`src/rtl/rd_seq_pkg.sv`:
```
// rd_seq_pkg: shared definitions for the read-request sequencer.
//   seq_state_e : sequencer state encoding. 2'b11 is unused and falls back to idle.
//   PH_FIRST    : phase of the controller's first read cycle.
//   PH_DECIDE   : phase of the controller's wait-decision cycle.
package rd_seq_pkg;

    typedef enum logic [1:0] {
        StIdle   = 2'b00,
        StIssue  = 2'b01,
        StActive = 2'b10
    } seq_state_e;

    localparam logic PH_FIRST  = 1'b0;
    localparam logic PH_DECIDE = 1'b1;

endpackage

```
`src/rtl/rd_req_sequencer_if.sv`:
```
// rd_req_sequencer_if: request, read-controller and completion signals of the sequencer.
//   req_valid/req_addr/req_ready : request handshake into the FIFO
//   wait_cfg                     : wait loops per access, sampled at issue
//   g0/ws                        : go pulse and wait-state request to the read controller
//   rd/ds                        : read and done strobes from the read controller
//   mem_addr                     : address of the in-flight access
//   cmp_valid/cmp_addr           : one-cycle completion with its address
//   busy/err                     : activity flag and sticky protocol error
// Modport slave is the sequencer side; master is its environment.
interface rd_req_sequencer_if #(
    parameter int unsigned ADDR_W = 8,
    parameter int unsigned WAIT_W = 3
);
    logic              req_valid;
    logic [ADDR_W-1:0] req_addr;
    logic              req_ready;
    logic [WAIT_W-1:0] wait_cfg;
    logic              g0;
    logic              ws;
    logic              rd;
    logic              ds;
    logic [ADDR_W-1:0] mem_addr;
    logic              cmp_valid;
    logic [ADDR_W-1:0] cmp_addr;
    logic              busy;
    logic              err;

    modport slave (
        input  req_valid, req_addr, wait_cfg, rd, ds,
        output req_ready, g0, ws, mem_addr, cmp_valid, cmp_addr, busy, err
    );

    modport master (
        output req_valid, req_addr, wait_cfg, rd, ds,
        input  req_ready, g0, ws, mem_addr, cmp_valid, cmp_addr, busy, err
    );
endinterface

```
`src/rtl/rd_req_fifo.sv`:
```
// rd_req_fifo: small address FIFO feeding the sequencer.
//   clk, rst     : clock, asynchronous active-high reset
//   i_push       : write i_push_data (ignored when full)
//   i_pop        : drop the head entry (ignored when empty)
//   o_head       : entry at the read pointer
//   o_full/o_empty/o_count : occupancy
module rd_req_fifo #(
    parameter int unsigned ADDR_W = 8,
    parameter int unsigned DEPTH  = 4,
    localparam int unsigned PTR_W = $clog2(DEPTH),
    localparam int unsigned CNT_W = PTR_W + 1
) (
    input  logic              clk,
    input  logic              rst,
    input  logic              i_push,
    input  logic [ADDR_W-1:0] i_push_data,
    input  logic              i_pop,
    output logic [ADDR_W-1:0] o_head,
    output logic              o_full,
    output logic              o_empty,
    output logic [CNT_W-1:0]  o_count
);

    logic [ADDR_W-1:0] r_mem [DEPTH];
    logic [PTR_W-1:0]  r_wr_ptr;
    logic [PTR_W-1:0]  r_rd_ptr;
    logic [CNT_W-1:0]  r_count;
    logic              w_do_push;
    logic              w_do_pop;

    assign o_full    = (r_count == CNT_W'(DEPTH));
    assign o_empty   = (r_count == '0);
    assign o_count   = r_count;
    assign o_head    = r_mem[r_rd_ptr];
    assign w_do_push = i_push && !o_full;
    assign w_do_pop  = i_pop && !o_empty;

    // Storage is cleared too so the head (and mem_addr) reads 0 out of reset.
    always_ff @(posedge clk or posedge rst) begin
        if (rst) begin
            for (int i = 0; i < int'(DEPTH); i++) begin
                r_mem[i] <= '0;
            end
            r_wr_ptr <= '0;
            r_rd_ptr <= '0;
            r_count  <= '0;
        end else begin
            if (w_do_push) begin
                r_mem[r_wr_ptr] <= i_push_data;
                r_wr_ptr        <= r_wr_ptr + PTR_W'(1);
            end
            if (w_do_pop) begin
                r_rd_ptr <= r_rd_ptr + PTR_W'(1);
            end
            r_count <= r_count + CNT_W'(w_do_push) - CNT_W'(w_do_pop);
        end
    end

endmodule

```
`src/rtl/rd_req_sequencer.sv`:
```
// rd_req_sequencer: buffers read requests and drives the read-control FSM one access
// at a time (g0 pulse, ws wait loops), retiring each access on ds with a completion.
//   clk, rst : clock, asynchronous active-high reset
//   bus      : rd_req_sequencer_if.slave (requests, controller strobes, completion, status)
module rd_req_sequencer
    import rd_seq_pkg::*;
#(
    parameter int unsigned ADDR_W = 8,
    parameter int unsigned DEPTH  = 4,
    parameter int unsigned WAIT_W = 3
) (
    input  logic              clk,
    input  logic              rst,
    rd_req_sequencer_if.slave bus
);

    localparam int unsigned CNT_W = $clog2(DEPTH) + 1;

    seq_state_e        r_state;
    seq_state_e        w_state_d;
    logic              r_phase;
    logic [WAIT_W-1:0] r_wait_cnt;
    logic              r_cmp_valid;
    logic [ADDR_W-1:0] r_cmp_addr;
    logic              r_err;

    logic              w_full;
    logic              w_empty;
    logic [CNT_W-1:0]  w_count;
    logic [ADDR_W-1:0] w_head;
    logic              w_push;
    logic              w_pop;
    logic              w_err_evt;

    assign w_push = bus.req_valid && !w_full;
    assign w_pop  = (r_state == StActive) && bus.ds;

    rd_req_fifo #(
        .ADDR_W (ADDR_W),
        .DEPTH  (DEPTH)
    ) u_fifo (
        .clk         (clk),
        .rst         (rst),
        .i_push      (w_push),
        .i_push_data (bus.req_addr),
        .i_pop       (w_pop),
        .o_head      (w_head),
        .o_full      (w_full),
        .o_empty     (w_empty),
        .o_count     (w_count)
    );

    always_ff @(posedge clk or posedge rst) begin
        if (rst) begin
            r_state <= StIdle;
        end else begin
            r_state <= w_state_d;
        end
    end

    always_comb begin
        w_state_d = r_state;
        case (r_state)
            StIdle:   if (!w_empty) w_state_d = StIssue;
            StIssue:  w_state_d = StActive;
            StActive: if (bus.ds) w_state_d = StIdle;
            default:  w_state_d = StIdle;
        endcase
    end

    // Protocol violations by the read controller; recorded only, sequencing is unaffected.
    assign w_err_evt = (bus.ds && (r_state != StActive))
                    || (bus.rd && ((r_state == StIdle) || (r_state == StIssue)))
                    || (!bus.rd && !bus.ds && (r_state == StActive));

    always_ff @(posedge clk or posedge rst) begin
        if (rst) begin
            r_phase     <= PH_FIRST;
            r_wait_cnt  <= '0;
            r_cmp_valid <= 1'b0;
            r_cmp_addr  <= '0;
            r_err       <= 1'b0;
        end else begin
            if (r_state == StIssue) begin
                r_wait_cnt <= bus.wait_cfg;
                r_phase    <= PH_FIRST;
            end else if ((r_state == StActive) && bus.rd) begin
                // Phase follows the controller only on real read cycles, so a stall
                // cannot consume a wait loop.
                r_phase <= (r_phase == PH_FIRST) ? PH_DECIDE : PH_FIRST;
                if ((r_phase == PH_DECIDE) && (r_wait_cnt != '0)) begin
                    r_wait_cnt <= r_wait_cnt - WAIT_W'(1);
                end
            end
            r_cmp_valid <= w_pop;
            if (w_pop) begin
                r_cmp_addr <= w_head;
            end
            r_err <= r_err || w_err_evt;
        end
    end

    // req_ready is held low while reset is asserted so every output reads 0 in reset.
    assign bus.req_ready = !w_full && !rst;
    assign bus.g0        = (r_state == StIssue);
    assign bus.ws        = (r_state == StActive) && (r_wait_cnt != '0);
    assign bus.mem_addr  = w_head;
    assign bus.cmp_valid = r_cmp_valid;
    assign bus.cmp_addr  = r_cmp_addr;
    assign bus.busy      = (w_count != '0) || (r_state != StIdle);
    assign bus.err       = r_err;

endmodule

```
`src/flat_wrapper.sv`:
```
// flat-port wrapper written by rule: the top's interface ports become plain ports
module rd_req_sequencer_flat import rd_seq_pkg::*;
#(
    parameter int unsigned ADDR_W = 8,
    parameter int unsigned DEPTH  = 4,
    parameter int unsigned WAIT_W = 3
)
  (clk, rst, bus_req_valid, bus_req_addr, bus_wait_cfg, bus_rd, bus_ds, bus_req_ready, bus_g0, bus_ws, bus_mem_addr, bus_cmp_valid, bus_cmp_addr, bus_busy, bus_err);
  rd_req_sequencer_if #(.ADDR_W(ADDR_W), .WAIT_W(WAIT_W)) bus_i ();
  input  logic clk;
  input  logic rst;
  input wire logic [$bits(bus_i.req_valid)-1:0] bus_req_valid;
  input wire logic [$bits(bus_i.req_addr)-1:0] bus_req_addr;
  input wire logic [$bits(bus_i.wait_cfg)-1:0] bus_wait_cfg;
  input wire logic [$bits(bus_i.rd)-1:0] bus_rd;
  input wire logic [$bits(bus_i.ds)-1:0] bus_ds;
  output wire logic [$bits(bus_i.req_ready)-1:0] bus_req_ready;
  output wire logic [$bits(bus_i.g0)-1:0] bus_g0;
  output wire logic [$bits(bus_i.ws)-1:0] bus_ws;
  output wire logic [$bits(bus_i.mem_addr)-1:0] bus_mem_addr;
  output wire logic [$bits(bus_i.cmp_valid)-1:0] bus_cmp_valid;
  output wire logic [$bits(bus_i.cmp_addr)-1:0] bus_cmp_addr;
  output wire logic [$bits(bus_i.busy)-1:0] bus_busy;
  output wire logic [$bits(bus_i.err)-1:0] bus_err;
  assign bus_i.req_valid = bus_req_valid;
  assign bus_i.req_addr = bus_req_addr;
  assign bus_i.wait_cfg = bus_wait_cfg;
  assign bus_i.rd = bus_rd;
  assign bus_i.ds = bus_ds;
  assign bus_req_ready = bus_i.req_ready;
  assign bus_g0 = bus_i.g0;
  assign bus_ws = bus_i.ws;
  assign bus_mem_addr = bus_i.mem_addr;
  assign bus_cmp_valid = bus_i.cmp_valid;
  assign bus_cmp_addr = bus_i.cmp_addr;
  assign bus_busy = bus_i.busy;
  assign bus_err = bus_i.err;
  rd_req_sequencer #(.ADDR_W(ADDR_W), .DEPTH(DEPTH), .WAIT_W(WAIT_W)) u_core (.clk(clk), .rst(rst), .bus(bus_i));
endmodule
```
`config.mk`:
```
export PLATFORM = sky130hd
export DESIGN_NAME = rd_req_sequencer_flat
export DESIGN_NICKNAME = d
export VERILOG_FILES = /design/src/rtl/rd_seq_pkg.sv /design/src/rtl/rd_req_sequencer_if.sv /design/src/rtl/rd_req_fifo.sv /design/src/rtl/rd_req_sequencer.sv /design/src/flat_wrapper.sv
export SDC_FILE = /design/constraint.sdc
export NUM_CORES = 1
export LEC_CHECK = 0
export CAP_MARGIN = 20
export CORE_ASPECT_RATIO = 2
export CORE_UTILIZATION = 55
export DETAILED_ROUTE_END_ITERATION = 8
export GPL_TIMING_DRIVEN = 1
export PLACE_DENSITY = 0.81
export SLEW_MARGIN = 30
export SYNTH_ARGS = -nofsm -noshare
export SYNTH_HDL_FRONTEND = slang
export SYNTH_SLANG_ARGS = --single-unit
```
`constraint.sdc`:
```
create_clock -name clk -period 4.3 [get_ports clk]
set_input_delay 1.29 -clock clk [delete_from_list [all_inputs] [get_ports clk]]
set_output_delay 1.29 -clock clk [all_outputs]
set_load 0.01 [all_outputs]
```
==> results.py, run 1 <==
metrics = {
    "sta": {
        "skew_ns": 0.00714,
        "rsz0062_at_grt": "no",
        "tns_ns": 0,
        "finalSetupViolations": 0,
        "min_period_ns": 3.69,
        "fmax_mhz": 271,
        "hold_viol_final": 0,
        "holdWs_ns": 0.504,
        "finalMaxSlewViolations": 0,
        "fin_crit_sh_pct": 85.9,
        "slew_headroom_pct": 56.0,
        "worst_pin_slew_ns": 0.661,
    },
    "logic_synthesis": {
        "ys_types": 28,
        "async_reset_ff_share_pct": 100,
        "ys.flop_type": "dfrtp_1",
        "synth_fa_ha_area_share_pct": 4.78,
        "synth.ff_latch_count": 55,
        "synth_cells": 176,
        "yosysWarnings": 0,
        "synth_area_um2": 2510,
        "synth-xor-area-share_pct": 2.09,
        "synth_fp_nets": 201,
        "synth_compound_area_share_pct": 2.39,
        "synth-edff-count": 0,
        "synth-seq-area-share_pct": 54.7,
        "synth-simple-area-share_pct": 6.57,
        "synth_top_family_by_area": "multiplexers",
        "avgSynthCellArea_um2": 14.3,
        "synth.area.mux_share_pct": 26.3,
    },
    "placed_design": {
        "dp.cells": 263,
        "portBuffers": 37,
        "gp_congestion": 0.708,
        "dpl_cell_area_um2": 2930,
        "post-dp-hpwl_mm": 3.56,
    },
    "drt": {
        "drc": 0,
        "wl_per_cell_um": 18.4,
        "first_pass_iters": 4,
        "antenna_left": 0,
        "drtIter0Drc": 28,
        "num_vias": 1539,
        "vias_per_cell": 5.68,
        "drt-total-wl_mm": 4.98,
    },
    "worst_setup_path": {
        "critPathLaunchType": "input port",
        "path_max_fanout": 2,
        "cp.arrival_ns": 2.40,
        "path_class": "in2out",
        "required_ns": 3.01,
        "cp-end-kind": "primary output",
        "worstRegToRegCells": 8,
    },
    "min_path": {
        "hold_path_class": "reg2reg",
        "min_path_cells": 1,
    },
    "floorplan": {
        "die_h_um": 97.6,
        "die_w_um": 49.8,
        "die-area_um2": 4860,
        "num_io_pins": 38,
        "core_region_area_um2": 4380,
        "rows": 34,
        "initial_utilization_pct": 57.4,
    },
    "power": {
        "max-vdd-ir-drop_mv": 0.447,
        "pwr_density_cell_nw_per_um2": 776,
        "leakage_uw": 0.00129,
        "finalPower_uw": 2340,
    },
    "clock_tree": {
        "cts-root-buf": "clkbuf_8",
        "path_clk_slew_ns": 0.09,
        "htreeDepth": 2,
        "cts_tree": "built",
        "clockBufferDepth": 2,
        "worst_skew_pair.late_latency_ns": 0.30,
        "ctsHoldBuffers": 0,
        "post_cts_resized": 0,
        "cts_buffers": 5,
        "cts.sink_count": 55,
        "post_cts_buffers": 0,
    },
    "global_route": {
        "grt_pass1_wl_mm": 8.38,
        "grt_max_degree": 56,
        "antenna_found_initial": 0,
        "grt_use_total_pct": 23.5,
        "overflow": 0,
        "grt_pass1_vias": 1807,
    },
    "final_layout": {
        "n_antenna_cell": 0,
        "finalInstanceArea_um2": 3010,
        "fill_cells": 316,
        "nNetsFinal": 241,
        "area.growth.synth_to_final_pct": 19.9,
        "drive_gt1_share_pct": 29.5,
        "stdcell_count": 271,
    },
    "flow_run": {
        "max_cap_violations": 0,
    },
    "outcome": {
        "outcome": "completed",
    },
}
==> report_power, final <==
group          internal [uW]  leakage, uW  switching, uW  total [uW]
sequential               775     0.000654            207         983
combinational            661     0.000592            415        1080
clock                    114    0.0000412            165         279
==> cells in the mapped netlist, types with 2 or more instances <==
cell type | count | area, um2
mux2i_1 | 2 | 20.0
buf_2 | 3 | 15.0
nor3_1 | 3 | 15.0
mux2_2 | 41 | 462
xnor2_1 | 3 | 26.3
dfrtp_1 | 55 | 1380
a21oi_1 | 2 | 10.0
inv_1 | 12 | 45.0
nor3b_1 | 2 | 15.0
nand3b_1 | 3 | 22.5
mux4_2 | 8 | 180
xor2_1 | 3 | 26.3
nor2_2 | 4 | 25.0
ha_1 | 8 | 100
nor2_1 | 6 | 22.5
nand2b_1 | 2 | 12.5
nand2_1 | 6 | 22.5
o21ai_0 | 3 | 15.0
==> cell type report <==
cell class	instances	area [um2]	area share, %
Clock inverter	2	12.5	0.415
Multi-Input combinational cell	104	1060	35.2
Inverter	12	47.5	1.58
Sequential cell	55	1380	45.7
Tap cell	54	67.6	2.24
Timing Repair Buffer	38	378	12.5
Clock buffer	6	72.6	2.41
==> sequential cells by signal, indices dropped and copies added, names as in the netlist <==
| register | flops |
|---|---|
| u_core.r_state | 2 |
| u_core.u_fifo.r_mem | 32 |
| u_core.r_wait_cnt | 3 |
| u_core.u_fifo.r_rd_ptr | 2 |
| u_core.u_fifo.o_count | 3 |
| u_core.r_phase | 1 |
| u_core.bus.err | 1 |
| u_core.bus.cmp_valid | 1 |
| u_core.u_fifo.r_wr_ptr | 2 |
| u_core.bus.cmp_addr | 8 |
==> cell families (layout without fill, tap and decap cells) <==
kind of cell	Yosys count	in the layout
simple gates	29	29
fa+ha+maj	9	9
flops	55	55
mux	51	51
buf+inv	17	58
xor+xnor	6	6
compound gates	9	9
==> critical path, cell delays in order <==
cell	delay, ns
clkdlybuf4s50_1	0.46
nor2_1	0.12
clkdlybuf4s50_1	0.54
==> per-stage QoR <==
step                      util, %  setup slack (ns)
after floorplan                 -              1.38
after global placement       66.8             0.644
after detailed placement     66.8             0.612
after CTS                    68.8             0.600
after global routing         68.8             0.569
final                        68.8             0.607
==> path summary, 6_finish.rpt <==
kind | to | slack (ns) | startpoint
worst max register to register | u_core.u_fifo.o_count[2] | 1.94 | u_core.u_fifo.o_count[1]
max in group asynchronous | u_core.u_fifo.r_mem[4] | 2.41 | rst
worst max-delay path | bus_req_ready | 0.61 | rst
worst min register to register | u_core.u_fifo.o_count[2] | 0.50 | u_core.u_fifo.o_count[2]
min in group asynchronous | u_core.u_fifo.r_mem[22] | 1.45 | rst
worst min-delay path | u_core.u_fifo.o_count[2] | 0.50 | u_core.u_fifo.o_count[2]
==> cells in the final DEF (no fill, tap or decap), drive strengths merged, types with 2 or more instances in the layout <==
cell / synthesis / routed
dfrtp: 55 / 55
mux2: 41 / 41
clkdlybuf4s50: 0 / 37
inv: 12 / 12
nor2: 10 / 10
mux4: 8 / 8
ha: 8 / 8
nand2: 6 / 6
clkbuf: 0 / 6
xnor2: 3 / 3
nand3b: 3 / 3
nor3: 3 / 3
xor2: 3 / 3
o21ai: 3 / 3
nor3b: 3 / 3
mux2i: 2 / 2
nand2b: 2 / 2
a21oi: 2 / 2
==> layer usage <==
metal  routed length, um  vias up  global-route usage, %
met3                 123       13                   3.44
met5                   0        -                      0
met4                 160        0                   11.4
li1                    -      698                      -
met1                1920      790                   25.1
met2                2780       38                   42.9
(Power assumes the default switching activity.)
==> inputs of run 2 (changes only) <==
--- a/config.mk
+++ b/config.mk
@@ -9,4 +9,5 @@
 export CORE_ASPECT_RATIO = 2
 export CORE_UTILIZATION = 55
+export CTS_CLUSTER_DIAMETER = 150
 export DETAILED_ROUTE_END_ITERATION = 8
 export GPL_TIMING_DRIVEN = 1
@@ -15,3 +16,4 @@
 export SYNTH_ARGS = -nofsm -noshare
 export SYNTH_HDL_FRONTEND = slang
+export SYNTH_HIERARCHICAL = 1
 export SYNTH_SLANG_ARGS = --single-unit
==> constraint.sdc (replaced) <==
create_clock -name clk -period 4.3 [get_ports clk]
set_input_delay 0.86 -clock clk [delete_from_list [all_inputs] [get_ports clk]]
set_output_delay 0.86 -clock clk [all_outputs]
set_load 0.01 [all_outputs]
==> run 2 against run 1 <==
  * Sequential power is essentially flat
  * Hold slack worse by 0.010 ns
  * Flip-flop and latch count unchanged
  * Highest routed layer unchanged
  * Critical path type is now in2reg
  * Global-route usage shrank 0.13 points
  * Total power increased by 3.0%
  * Critical endpoint is now u_core/u_fifo/o_count[2]
==> results.py, run 2 <==
metrics = {
    "power": {
        "pwr_density_cell_nw_per_um2": 782,
        "clkPwrFrac_pct": 10.5,
        "p_sw_uw": 816,
        "sw_frac_of_total_pct": 33.8,
        "leakage_uw": 0.00135,
        "seqPwrFrac_pct": 41.7,
        "comb_power_share_pct": 47.9,
        "internal_power_uw": 1590,
        "max-vdd-ir-drop_mv": 0.444,
    },
    "sta": {
        "slew_headroom_pct": 58.8,
        "skew_ns": 0.00824,
        "setup_ws_ns": 1.32,
        "fin_crit_sh_pct": 69.4,
        "fmax_mhz": 335,
        "rsz0062_at_grt": "no",
        "worst_pin_slew_ns": 0.617,
        "hold_viol_final": 0,
        "finalMaxSlewViolations": 0,
        "min_period_ns": 2.98,
        "finalSetupViolations": 0,
        "tns_ns": 0,
    },
    "final_layout": {
        "final_common_cell": "dfrtp_1",
        "largest_reg_flops": 32,
        "n_antenna_cell": 0,
        "utilization_pct": 67.7,
        "area.growth.synth_to_final_pct": 18.9,
        "layout_common_cells": "dfrtp_1 (55), clkdlybuf4s50_1 (37), mux2_2 (32)",
        "seq_area_um2": 1380,
        "drive_gt1_share_pct": 29.5,
        "fill_cells": 340,
        "multi_input_area_um2": 1140,
        "top_register": "u_core/u_fifo/r_mem",
        "nNetsFinal": 246,
    },
    "logic_synthesis": {
        "synth_fp_nets": 205,
        "synth_top_cells_by_count": "dfrtp_1 (55), mux2_2 (32), inv_1 (12)",
        "synth-edff-count": 0,
        "async_reset_ff_share_pct": 100,
        "synth.ff_latch_count": 55,
        "synth_cells": 180,
        "synth.area.top_cells": "dfrtp_1 (53%), mux2_2 (14%), mux4_2 (7.0%)",
        "synth_area_um2": 2590,
        "yosysWarnings": 6,
        "synth_top_area_share_pct": 53.1,
        "synth.most_common_cell": "dfrtp_1",
        "ys.flop_type": "dfrtp_1",
        "synth-seq-area-share_pct": 53.1,
        "ys_types": 37,
        "yosysTopAreaCell": "dfrtp_1",
        "avgSynthCellArea_um2": 14.4,
    },
    "drt": {
        "drt-total-wl_mm": 5.08,
        "antenna_left": 0,
        "num_vias": 1566,
        "vias_per_cell": 5.69,
        "first_pass_iters": 4,
        "wl_per_cell_um": 18.5,
        "drc": 0,
        "drtIter0Drc": 16,
    },
    "worst_setup_path": {
        "slowest_delay_ns": 0.45,
        "path_max_fanout": 5,
        "path_buf_inv": 2,
        "crit_chain": "clkdlybuf4s50_1 -> nor2b_1 -> or2b_2 -> ha_1 -> inv_1 -> ha_1 -> fa_1 -> xnor2_1 -> xnor2_1",
        "crit_path_top_delay_cell": "clkdlybuf4s50_1",
        "path_class": "in2reg",
        "critPathLaunchType": "input port",
        "cp-end-kind": "flop",
        "cp.arrival_ns": 3.20,
        "required_ns": 4.52,
        "cp_top_family": "adder cells",
    },
    "outcome": {
        "outcome": "completed",
    },
    "placed_design": {
        "post-dp-hpwl_mm": 3.95,
        "pre_cts_ws_ns": 1.01,
        "gp_congestion": 0.716,
        "portBuffers": 37,
    },
    "clock_tree": {
        "cts_tree": "built",
        "cts_buffers": 5,
        "clockBufferDepth": 2,
        "cts.sink_count": 55,
        "path_clk_slew_ns": 0.09,
        "ctsHoldBuffers": 0,
        "post_cts_resized": 0,
        "worst_skew_pair.late_latency_ns": 0.30,
        "cts-root-buf": "clkbuf_8",
        "post_cts_buffers": 0,
        "htreeDepth": 2,
    },
    "min_path": {
        "hold_path_class": "reg2reg",
    },
    "floorplan": {
        "core_region_area_um2": 4550,
        "die_w_um": 50.5,
        "die_h_um": 99.1,
        "rows": 35,
        "num_io_pins": 38,
        "die-area_um2": 5010,
        "initial_utilization_pct": 56.9,
    },
    "global_route": {
        "grt_pass1_wl_mm": 8.40,
        "overflow": 0,
        "grt_pass1_vias": 1737,
        "antenna_found_initial": 0,
        "grt_use_total_pct": 23.3,
        "grt_max_degree": 40,
    },
    "flow_run": {
        "max_cap_violations": 0,
    },
}
run 2: stage by stage:
step / total power, uW / instances / area [um2] / hold slack [ns]
global placement: 2080 / 269 / 3010 / 0.464
finish: 2410 / 275 / 3080 / 0.494
global route: 2550 / 275 / 3080 / 0.518
CTS: 2430 / 275 / 3080 / 0.497
detailed placement: 2180 / 269 / 3010 / 0.485
floorplan: 1710 / 180 / 2590 / 0.447
run 2: cell type report:
cell class	instances	share of cell area, %
Tap cell	55	2.23
Clock buffer	6	2.35
Inverter	13	1.58
Sequential cell	55	44.7
Multi-Input combinational cell	108	36.9
Timing Repair Buffer	38	12.3
run 2: cell families after synthesis:
group	Yosys count	synth area share (%)
compound gates	11	2.70
xor+xnor	5	1.69
fa+ha+maj	9	4.64
buf+inv	17	2.99
flops	55	53.1
mux	50	26.4
simple gates	33	8.50
run 2: worst paths after layout:
kind                                            endpoint  cells after the start                  from  slack, ns
worst max-delay path            u_core/u_fifo/o_count[2]                      9         bus_req_valid       1.32
worst min-delay path                u_core/r_wait_cnt[0]                      1  u_core/r_wait_cnt[0]       0.49
worst max register to register  u_core/u_fifo/o_count[2]                     10     u_core/r_state[0]       1.67
worst min register to register      u_core/r_wait_cnt[0]                      1  u_core/r_wait_cnt[0]       0.49
max in group asynchronous         u_core/bus.cmp_addr[7]                      2                   rst       2.91
min in group asynchronous              u_core/r_state[0]                      2                   rst       1.00
run 2: power by group through the flow:
stage	clock, uW	sequential (uW)	combinational [uW]
after floorplan	0	912	803
after global placement	0	978	1100
after detailed placement	0	1010	1170
after CTS	264	1000	1170
after global routing	284	1040	1230
final	253	1000	1150
run 2: routing by layer:
layer	track usage, %	up-vias	part of all wire, %	routed length, um
met5	0	-	0	0
met3	5.40	10	3.2	165
li1	-	709	-	-
met4	10.7	0	2.5	128
met2	43.3	39	59	2980
met1	23.5	808	36	1810
==> inputs of run 3 (changes only) <==
Settings changed: CORE_UTILIZATION 55 to 48, PLACE_DENSITY 0.81 to 0.75.
Clock period 4.3 ns to 2.6 ns, I/O delays scaled along.
==> run 3 against run 2 <==
  * Total power increased by 68%
  * Largest power group unchanged
  * Worst setup slack worse by 1.2 ns
  * Clock-buffer cell count decreased by 1
==> results.py, run 3 (synthesized netlist as in run 2, its figures left out) <==
metrics = {
    "clock_tree": {
        "worst_skew_pair.late_latency_ns": 0.31,
        "post_cts_buffers": 0,
        "cts_buffers": 5,
        "clockBufferDepth": 2,
        "cts-root-buf": "clkbuf_8",
        "path_clk_slew_ns": 0.10,
        "cts_tree": "built",
        "htreeDepth": 2,
        "cts.sink_count": 55,
    },
    "drt": {
        "drc": 0,
        "vias_per_cell": 5.31,
        "num_vias": 1546,
        "antenna_left": 0,
        "wl_per_cell_um": 15.4,
        "drt-total-wl_mm": 4.48,
        "first_pass_iters": 4,
        "drtIter0Drc": 20,
    },
    "min_path": {
        "holdPathEnd": "u_core/u_fifo/r_mem[6]",
        "hold_path_class": "reg2reg",
        "min_path_cells": 1,
        "hp-start": "u_core/u_fifo/r_mem[6]",
    },
    "worst_setup_path": {
        "path_class": "reg2out",
        "critPathLaunchType": "flop",
        "reg2reg_to": "u_core/u_fifo/o_count[2]",
        "required_ns": 2.08,
        "path_max_fanout": 9,
        "ff2ff_setup_slack_ns": 0.22,
        "worstRegToRegCells": 9,
        "cp.arrival_ns": 1.92,
        "cp-end-kind": "primary output",
        "rr_startpoint": "u_core/u_fifo/o_count[2]",
    },
    "power": {
        "comb_power_share_pct": 49.9,
        "seqPwrFrac_pct": 38.5,
        "p_sw_uw": 1330,
        "pwr_density_cell_nw_per_um2": 1270,
        "internal_power_uw": 2720,
        "max-vdd-ir-drop_mv": 0.749,
        "finalPower_uw": 4050,
        "clkPwrFrac_pct": 11.6,
        "sw_frac_of_total_pct": 32.8,
        "leakage_uw": 0.00143,
    },
    "placed_design": {
        "portBuffers": 37,
        "gp_congestion": 0.725,
        "dp.cells": 283,
        "post-dp-hpwl_mm": 3.44,
    },
    "floorplan": {
        "die-area_um2": 5710,
        "num_io_pins": 38,
        "core_region_area_um2": 5180,
        "die_h_um": 106,
        "rows": 37,
        "die_w_um": 54.0,
        "initial_utilization_pct": 50.0,
    },
    "global_route": {
        "grt_max_degree": 40,
        "antenna_found_initial": 0,
        "overflow": 0,
        "grt_pass1_vias": 1609,
        "grt_pass1_wl_mm": 7.47,
        "grt_use_total_pct": 18.2,
    },
    "sta": {
        "fmax_mhz": 411,
        "slew_headroom_pct": 60.3,
        "finalMaxSlewViolations": 0,
        "fin_crit_sh_pct": 93.7,
        "finalSetupViolations": 0,
        "worst_pin_slew_ns": 0.594,
        "skew_ns": 0.00735,
        "rsz0062_at_grt": "no",
        "hold_viol_final": 0,
        "min_period_ns": 2.44,
    },
    "final_layout": {
        "n_antenna_cell": 0,
        "nNetsFinal": 257,
        "final_common_cell": "dfrtp_1",
        "stdcell_count": 291,
        "largest_reg_flops": 32,
        "area.growth.synth_to_final_pct": 23.2,
        "top_register": "u_core/u_fifo/r_mem",
        "drive_gt1_share_pct": 34.3,
        "layout_common_cells": "dfrtp_1 (54), clkdlybuf4s50_1 (36), mux2_2 (32)",
    },
    "outcome": {
        "outcome": "completed",
    },
    "flow_run": {
        "max_cap_violations": 0,
    },
}
-- run 3: how the worst max path moves through the flow --
stage / start / end / slack (ns) / cells after the start
after floorplan: u_core/u_fifo/o_count[2] / u_core/u_fifo/o_count[2] / 0.23 / 9
after global placement: bus_req_valid / u_core/u_fifo/o_count[2] / -0.06 / 9
after detailed placement: bus_req_valid / u_core/u_fifo/o_count[2] / -0.11 / 9
after CTS: u_core/u_fifo/r_rd_ptr[0] / bus_mem_addr[5] / 0.02 / 2
after global routing: u_core/u_fifo/o_count[2] / u_core/u_fifo/o_count[2] / 0.03 / 9
final: u_core/u_fifo/r_rd_ptr[1] / bus_mem_addr[4] / 0.16 / 3
-- run 3: per-layer routing --
metal | up-vias | share of wire (%) | global-route usage, %
met2 | 30 | 55 | 32.5
met4 | 0 | 1.5 | 5.64
li1 | 737 | - | -
met5 | - | 0 | 0
met3 | 6 | 2.9 | 3.43
met1 | 773 | 40 | 20.7
-- run 3: stage by stage --
stage               setup TNS (ns)  hold WS (ns)  area, um2  setup WS [ns]  utilization (%)
floorplan                        0         0.434       2590          0.225                -
global placement           -0.0619         0.465       3100        -0.0619             59.7
detailed placement          -0.113         0.478       3100         -0.113             59.7
CTS                              0         0.506       3190         0.0180             61.5
global route                     0         0.516       3190         0.0306             61.6
finish                           0         0.504       3190          0.165             61.6
-- run 3: worst max-delay path: stages (launching register included) --
cell and delay, ns:
dfrtp_1 0.34, buf_4 0.21, mux4_2 0.57, clkdlybuf4s50_1 0.50
-- run 3: layout make-up --
| type | instances | area, um2 |
|---|---|---|
| multi-input combinational | 108 | 1140 |
| tap | 58 | 72.6 |
| clock buffer | 5 | 68.8 |
| sequential | 55 | 1380 |
| clock inverter | 3 | 25.0 |
| timing repair buffer | 49 | 463 |
| inverter | 13 | 48.8 |
| fill | 405 | 1990 |
-- run 3: what timing repair did --
item                                    4_1_cts  5_1_grt
gates resized for setup                       0        2
hold endpoints to repair                      0        0
endpoints found under the setup margin        0        4
hold buffers                                  0        0
-- run 3: power groups by stage --
stage | clock network (uW) | registers [uW] | logic, uW
4_1_cts | 488 | 1560 | 2050
2_1_floorplan | 0 | 1510 | 1330
3_3_place_gp | 0 | 1560 | 2010
3_5_place_dp | 0 | 1580 | 2050
5_1_grt | 520 | 1620 | 2210
6_report | 470 | 1560 | 2020
